===== config.mk =====
export PLATFORM = sky130hd
export DESIGN_NAME = pc_sequencer
export DESIGN_NICKNAME = d
export VERILOG_FILES = /design/src/rtl/pc_sequencer_pkg.sv /design/src/rtl/pc_sequencer_ras.sv /design/src/rtl/pc_sequencer.sv
export SDC_FILE = /design/constraint.sdc
export NUM_CORES = 1
export LEC_CHECK = 0
export CAP_MARGIN = 20
export CORE_MARGIN = 3
export CORE_UTILIZATION = 36
export CTS_BUF_LIST = sky130_fd_sc_hd__clkbuf_8
export DETAILED_ROUTE_END_ITERATION = 8
export PLACE_DENSITY = 0.77
export SLEW_MARGIN = 0
export SYNTH_ARGS = -nofsm -noshare
export SYNTH_HDL_FRONTEND = slang
export SYNTH_HIERARCHICAL = 1
export SYNTH_SLANG_ARGS = --single-unit

===== constraint.sdc =====
create_clock -name clk -period 1.4 [get_ports clk]
set_clock_uncertainty 0.1 [all_clocks]
set_input_delay 0.14 -clock clk [delete_from_list [all_inputs] [get_ports clk]]
set_output_delay 0.14 -clock clk [all_outputs]
set_load 0.01 [all_outputs]

===== src/rtl/pc_sequencer_pkg.sv =====
// pc_sequencer_pkg: shared PC width, PC step and sequencer FSM state encoding
package pc_sequencer_pkg;
  localparam int PC_WIDTH = 10;
  localparam int PC_STEP  = 2;
  typedef enum logic [1:0] {BOOT = 2'd0, RUN = 2'd1, HALT = 2'd2} state_t;
endpackage


===== src/rtl/pc_sequencer_ras.sv =====
// ras_stack: circular LIFO of return addresses; a push onto a full stack overwrites the oldest entry
module ras_stack #(
  parameter int DEPTH = 4,
  parameter int WIDTH = 10
) (
  input  logic             i_clk,
  input  logic             i_rst,
  input  logic             i_push,
  input  logic             i_pop,
  input  logic [WIDTH-1:0] i_din,
  output logic [WIDTH-1:0] o_top,
  output logic             o_full,
  output logic             o_empty
);
  localparam int PW = $clog2(DEPTH);
  localparam int CW = PW + 1;
  logic [WIDTH-1:0] r_mem [DEPTH];
  logic [PW-1:0]    r_ptr;
  logic [CW-1:0]    r_cnt;
  logic [PW-1:0]    w_rd;
  assign w_rd    = r_ptr - PW'(1);
  assign o_top   = r_mem[w_rd];
  assign o_full  = r_cnt == CW'(DEPTH);
  assign o_empty = r_cnt == '0;
  // write pointer and occupancy; pop wins over a simultaneous push
  always_ff @(posedge i_clk or posedge i_rst)
    if (i_rst) begin
      r_ptr <= '0;
      r_cnt <= '0;
    end else if (i_pop && !o_empty) begin
      r_ptr <= w_rd;
      r_cnt <= r_cnt - CW'(1);
    end else if (i_push) begin
      r_ptr <= r_ptr + PW'(1);
      r_cnt <= o_full ? r_cnt : r_cnt + CW'(1);
    end
  // entry storage, contents need no reset
  always_ff @(posedge i_clk)
    if (i_push && !i_pop) r_mem[r_ptr] <= i_din;
endmodule


===== src/rtl/pc_sequencer.sv =====
// pc_sequencer: fetch PC register with BOOT/RUN/HALT FSM; return-address stack built under PC_SEQ_RAS_EN
module pc_sequencer
  import pc_sequencer_pkg::*;
#(
  parameter logic [PC_WIDTH-1:0] RESET_PC  = 10'h000,
  parameter int                  RAS_DEPTH = 4
) (
  input  logic                clk,
  input  logic                reset,
  input  logic                stall,
  input  logic                halt,
  input  logic                branch_en,
  input  logic [PC_WIDTH-1:0] branch_target,
  input  logic                call_en,
  input  logic                ret_en,
  output logic [PC_WIDTH-1:0] pc,
  output logic [PC_WIDTH-1:0] pc_plus2,
  output logic                halted,
  output logic                ras_overflow,
  output logic                ras_underflow
);
  state_t              r_state, w_state;
  logic [PC_WIDTH-1:0] r_pc, w_pc, w_tgt, w_top;
  logic                w_push, w_pop, w_unf, w_empty, w_unused;
`ifdef PC_SEQ_RAS_EN
  localparam bit L_RAS = 1'b1;
  logic w_full, r_ovf, r_unf;
  ras_stack #(.DEPTH(RAS_DEPTH), .WIDTH(PC_WIDTH)) u_ras (
    .i_clk(clk), .i_rst(reset), .i_push(w_push), .i_pop(w_pop), .i_din(pc_plus2),
    .o_top(w_top), .o_full(w_full), .o_empty(w_empty)
  );
  // sticky stack error flags
  always_ff @(posedge clk or posedge reset)
    if (reset) begin
      r_ovf <= 1'b0;
      r_unf <= 1'b0;
    end else begin
      r_ovf <= r_ovf | (w_push & w_full);
      r_unf <= r_unf | w_unf;
    end
  assign ras_overflow  = r_ovf;
  assign ras_underflow = r_unf;
  assign w_unused      = branch_target[0];
`else
  localparam bit L_RAS = 1'b0;
  assign w_top         = '0;
  assign w_empty       = RAS_DEPTH != 0;
  assign ras_overflow  = 1'b0;
  assign ras_underflow = 1'b0;
  assign w_unused      = ^{branch_target[0], w_push, w_pop, w_unf};
`endif
  assign w_tgt    = {branch_target[PC_WIDTH-1:1], 1'b0};
  assign pc       = r_pc;
  assign pc_plus2 = r_pc + PC_WIDTH'(PC_STEP);
  assign halted   = r_state == HALT;
  // next state and next PC: halt > stall > ret > call > branch > increment
  always_comb begin
    w_state = r_state;
    w_pc    = r_pc;
    w_push  = 1'b0;
    w_pop   = 1'b0;
    w_unf   = 1'b0;
    if (r_state == BOOT) begin
      w_state = RUN;
      w_pc    = pc_plus2;
    end else if (r_state == RUN && halt) begin
      w_state = HALT;
    end else if (r_state == RUN && !stall) begin
      if (ret_en && L_RAS) begin
        w_pop = !w_empty;
        w_unf = w_empty;
        w_pc  = w_empty ? pc_plus2 : w_top;
      end else if (call_en || branch_en) begin
        w_push = call_en;
        w_pc   = w_tgt;
      end else begin
        w_pc = pc_plus2;
      end
    end
  end
  // state and PC registers
  always_ff @(posedge clk or posedge reset)
    if (reset) begin
      r_state <= BOOT;
      r_pc    <= RESET_PC;
    end else begin
      r_state <= w_state;
      r_pc    <= w_pc;
    end
endmodule

==> impl_metrics.tcl <==
set metrics [dict create \
    result_of_the_run "finished with violations" \
    failing_checks "negative setup slack" \
    critical_path.top_delay_family "flip-flops" \
    min_tclk_post_route_ns 1.657 \
    floorplan.core_area_mm2 0.001858 \
    vdd_drop_max_mv 0.8125 \
    n_fill_cell 110 \
    total_standard_cell_area_after_synthesis_um2 754.5 \
    clock_pin_slew_reported_for_the_worst_setup_and_hold_paths_after_clock_tree_synthesis_ns 0.05 \
    grt.overflow.total 0 \
    remaining_drc_errors 0 \
    most-common-layout-cells "30 x buf_4, 14 x clkdlybuf4s50_1, 11 x buf_6" \
    pwr_density_cell_mw_per_mm2 1207 \
    first_iter_violations 26 \
    floorplan.io_pins 40 \
    path_buf_inv 1 \
    route.top_layer_used "met4" \
    die_area_mm2 0.002681 \
    first_global_vias 1063 \
    cp_slowest_cell "dfrtp_2" \
    flow.area_growth_from_synthesis_pct 104.5 \
    die_width_um 51.78 \
    postPlaceCellArea_mm2 0.001310 \
    timing.critical_path.required_ns 1.16 \
    static-leakage-power_uw 0.0006986 \
    grt_first_pass_wirelength_um 5092 \
    detailedPlace.worstSlack_ns -0.3862 \
    max_clock_freq_ghz 0.6037 \
    row_count 15 \
    drt_pass1_iterations 4 \
    yosys_warnings 6 \
    criticalPathCategory "flop to output pin" \
    insertion_delay_ns 0.24 \
    rsz0062_at_grt "yes" \
    critical_path.startpoint_type "flop" \
    end_kind "output pin" \
    seq_area_frac_synth_pct 36.48 \
    hold_violations 0 \
    avgRoutedWirePerCell_um 18.34 \
    clock_tree.root_cell "clkbuf_8" \
    post_detailed_routing_wire_length_um 3411 \
    clkSinkCount 11 \
    wl_met3_um 191 \
    fin_crit_sh_pct 118.3 \
    layout_setup_ws_ns -0.2566 \
    post_synth_num_cell_types 34 \
    htreeDepth 1 \
    cts_inserted_buffers 3 \
    holdWs_ns 0.1153 \
    final_nets 180 \
    route.met2.wl_um 1807 \
    detailedPlacementHpwl_um 1857 \
    cts_tree "done" \
    grt_max_degree 12 \
    setup-violations-final 14 \
    route.detailed.vias_per_inst 5.581 \
    netlist_instances 87 \
    routabilityCongestion 0.8601 \
    max-cap-violations 0 \
    critical_path_arrival_ns 1.42 \
    layout.cell_area.non_filler_mm2 0.001543 \
    vias 1038 \
    die_height_um 51.78 \
    wl_met1_um 1302 \
    initial_standard_cell_utilization_of_the_core_pct 40.61 \
    number_of_synthesized_register_bits 11 \
    numPortBuffers 33 \
    number_of_slew_limit_violations_in_the_final_report 0 \
    track_usage_pct 25.70 \
    min-delay-path-class "primary input to async pin" \
    cp_slowest_stage_delay_ns 0.41 \
    average_cell_area_after_synthesis_um2 8.672 \
    final_layout_size_suffix_gt1_share_pct 54.04 \
    number_of_antenna_violations_at_the_first_check_in_global_routing 0 \
    antenna-diode-count 0 \
    final_core_utilization_pct 83.03 \
    clockBufferDepth 2 \
    antenna_violating_nets_post_route 0 \
    worstPathMaxFanout 3 \
    cells_traversed_along_the_worst_timing_path "ha_4, nand4_1, nor2_2, xor2_1, buf_2" \
    final_common_cell "buf_4" \
]
[metal layers]
layer  GRT usage (%)  up-vias
met3           2.865       13
met2           49.36       62
met4           13.10        0
met1           27.06      510
li1                -      453
met5               0        -
[cells in the mapped netlist]
cell type	n	area [µm²]
o211ai_1	1	7.510
a21o_1	1	7.510
nand2b_1	1	6.260
a31o_1	1	8.760
ha_1	1	12.51
and2b_1	1	7.510
nor2_1	8	30.03
nand2_1	4	15.01
o22ai_1	1	6.260
or2_1	1	6.260
xor2_1	4	35.03
dfrtp_1	11	275.3
and2_1	1	6.260
a22oi_1	1	7.510
a31oi_1	1	6.260
conb_1	1	3.750
o2bb2ai_1	3	26.28
buf_4	4	30.03
buf_2	2	10.01
o22a_4	1	17.52
o21a_1	1	7.510
o21ai_0	9	45.04
buf_6	2	22.52
nand3_1	7	35.03
and3_1	2	12.51
nand4_1	2	12.51
nor4_1	2	12.51
nor3b_1	1	7.510
nor2_2	1	6.260
nor4b_1	1	8.760
nor3_1	1	5.000
a21oi_1	4	20.02
xnor2_1	3	26.28
inv_1	2	7.510
[where the power goes]
group          leakage (µW)  internal (µW)  switching (µW)  total (µW)
Sequential         0.000126            395            87.6         483
Clock             0.0000269            193             124         318
Combinational      0.000546            570             492        1060
[layout make-up]
| type | instances | area, µm² | share of cell area, % |
|---|---|---|---|
| repair buffers | 74 | 615.6 | 39.90 |
| flip-flops and latches | 11 | 280.3 | 18.17 |
| well taps | 25 | 31.28 | 2.028 |
| inverters | 2 | 7.507 | 0.4866 |
| clock inverters | 1 | 3.754 | 0.2433 |
| multi-input cells | 70 | 563.0 | 36.50 |
| clock buffers | 3 | 41.29 | 2.676 |
[per-stage QoR]
step	power (µW)	instances	TNS [ns]
floorplan	816.5	90	-0.01997
global placement	1384	171	-4.013
detailed placement	1406	171	-4.390
CTS	1756	182	-1.177
global route	1951	186	-2.671
finish	1862	186	-1.868
[timing repair]
item | in CTS | in global routing
pin swaps | 14 | 16
gates cloned | 1 | 0
buffers inserted | 7 | 4
gates resized for setup | 71 | 29
endpoints found under the setup margin | 27 | 21
hold buffers | 0 | 0
[cell families after synthesis]
| family | count (synthesis) | synth area share (%) |
|---|---|---|
| adders and majority gates | 1 | 1.658 |
| and+or+nand+nor | 33 | 22.72 |
| buffers and inverters | 10 | 9.287 |
| other | 1 | 0.4970 |
| AOI/OAI and AO/OA | 24 | 21.23 |
| DFF | 11 | 36.48 |
| xor gates and xnor gates | 7 | 8.126 |
[flip-flops by register name (all words and copies together) (netlist names)]
| signal | flops |
|---|---|
| pc | 9 |
| r_state | 2 |
[final timing paths]
check / startpoint / cells past startpoint / to / slack (ns)
setup / recovery: pc[1] / 5 / pc_plus2[9] / -0.26
hold / removal: reset / 2 / pc[4] / 0.12
setup reg to reg: pc[1] / 7 / pc[4] / -0.14
hold reg to reg: r_state[0] / 2 / r_state[1] / 0.50
max in group asynchronous: reset / 2 / pc[2] / 0.74
min in group clk: branch_target[2] / 3 / pc[2] / 0.37
Note: power is estimated with default switching activity, not from simulation.
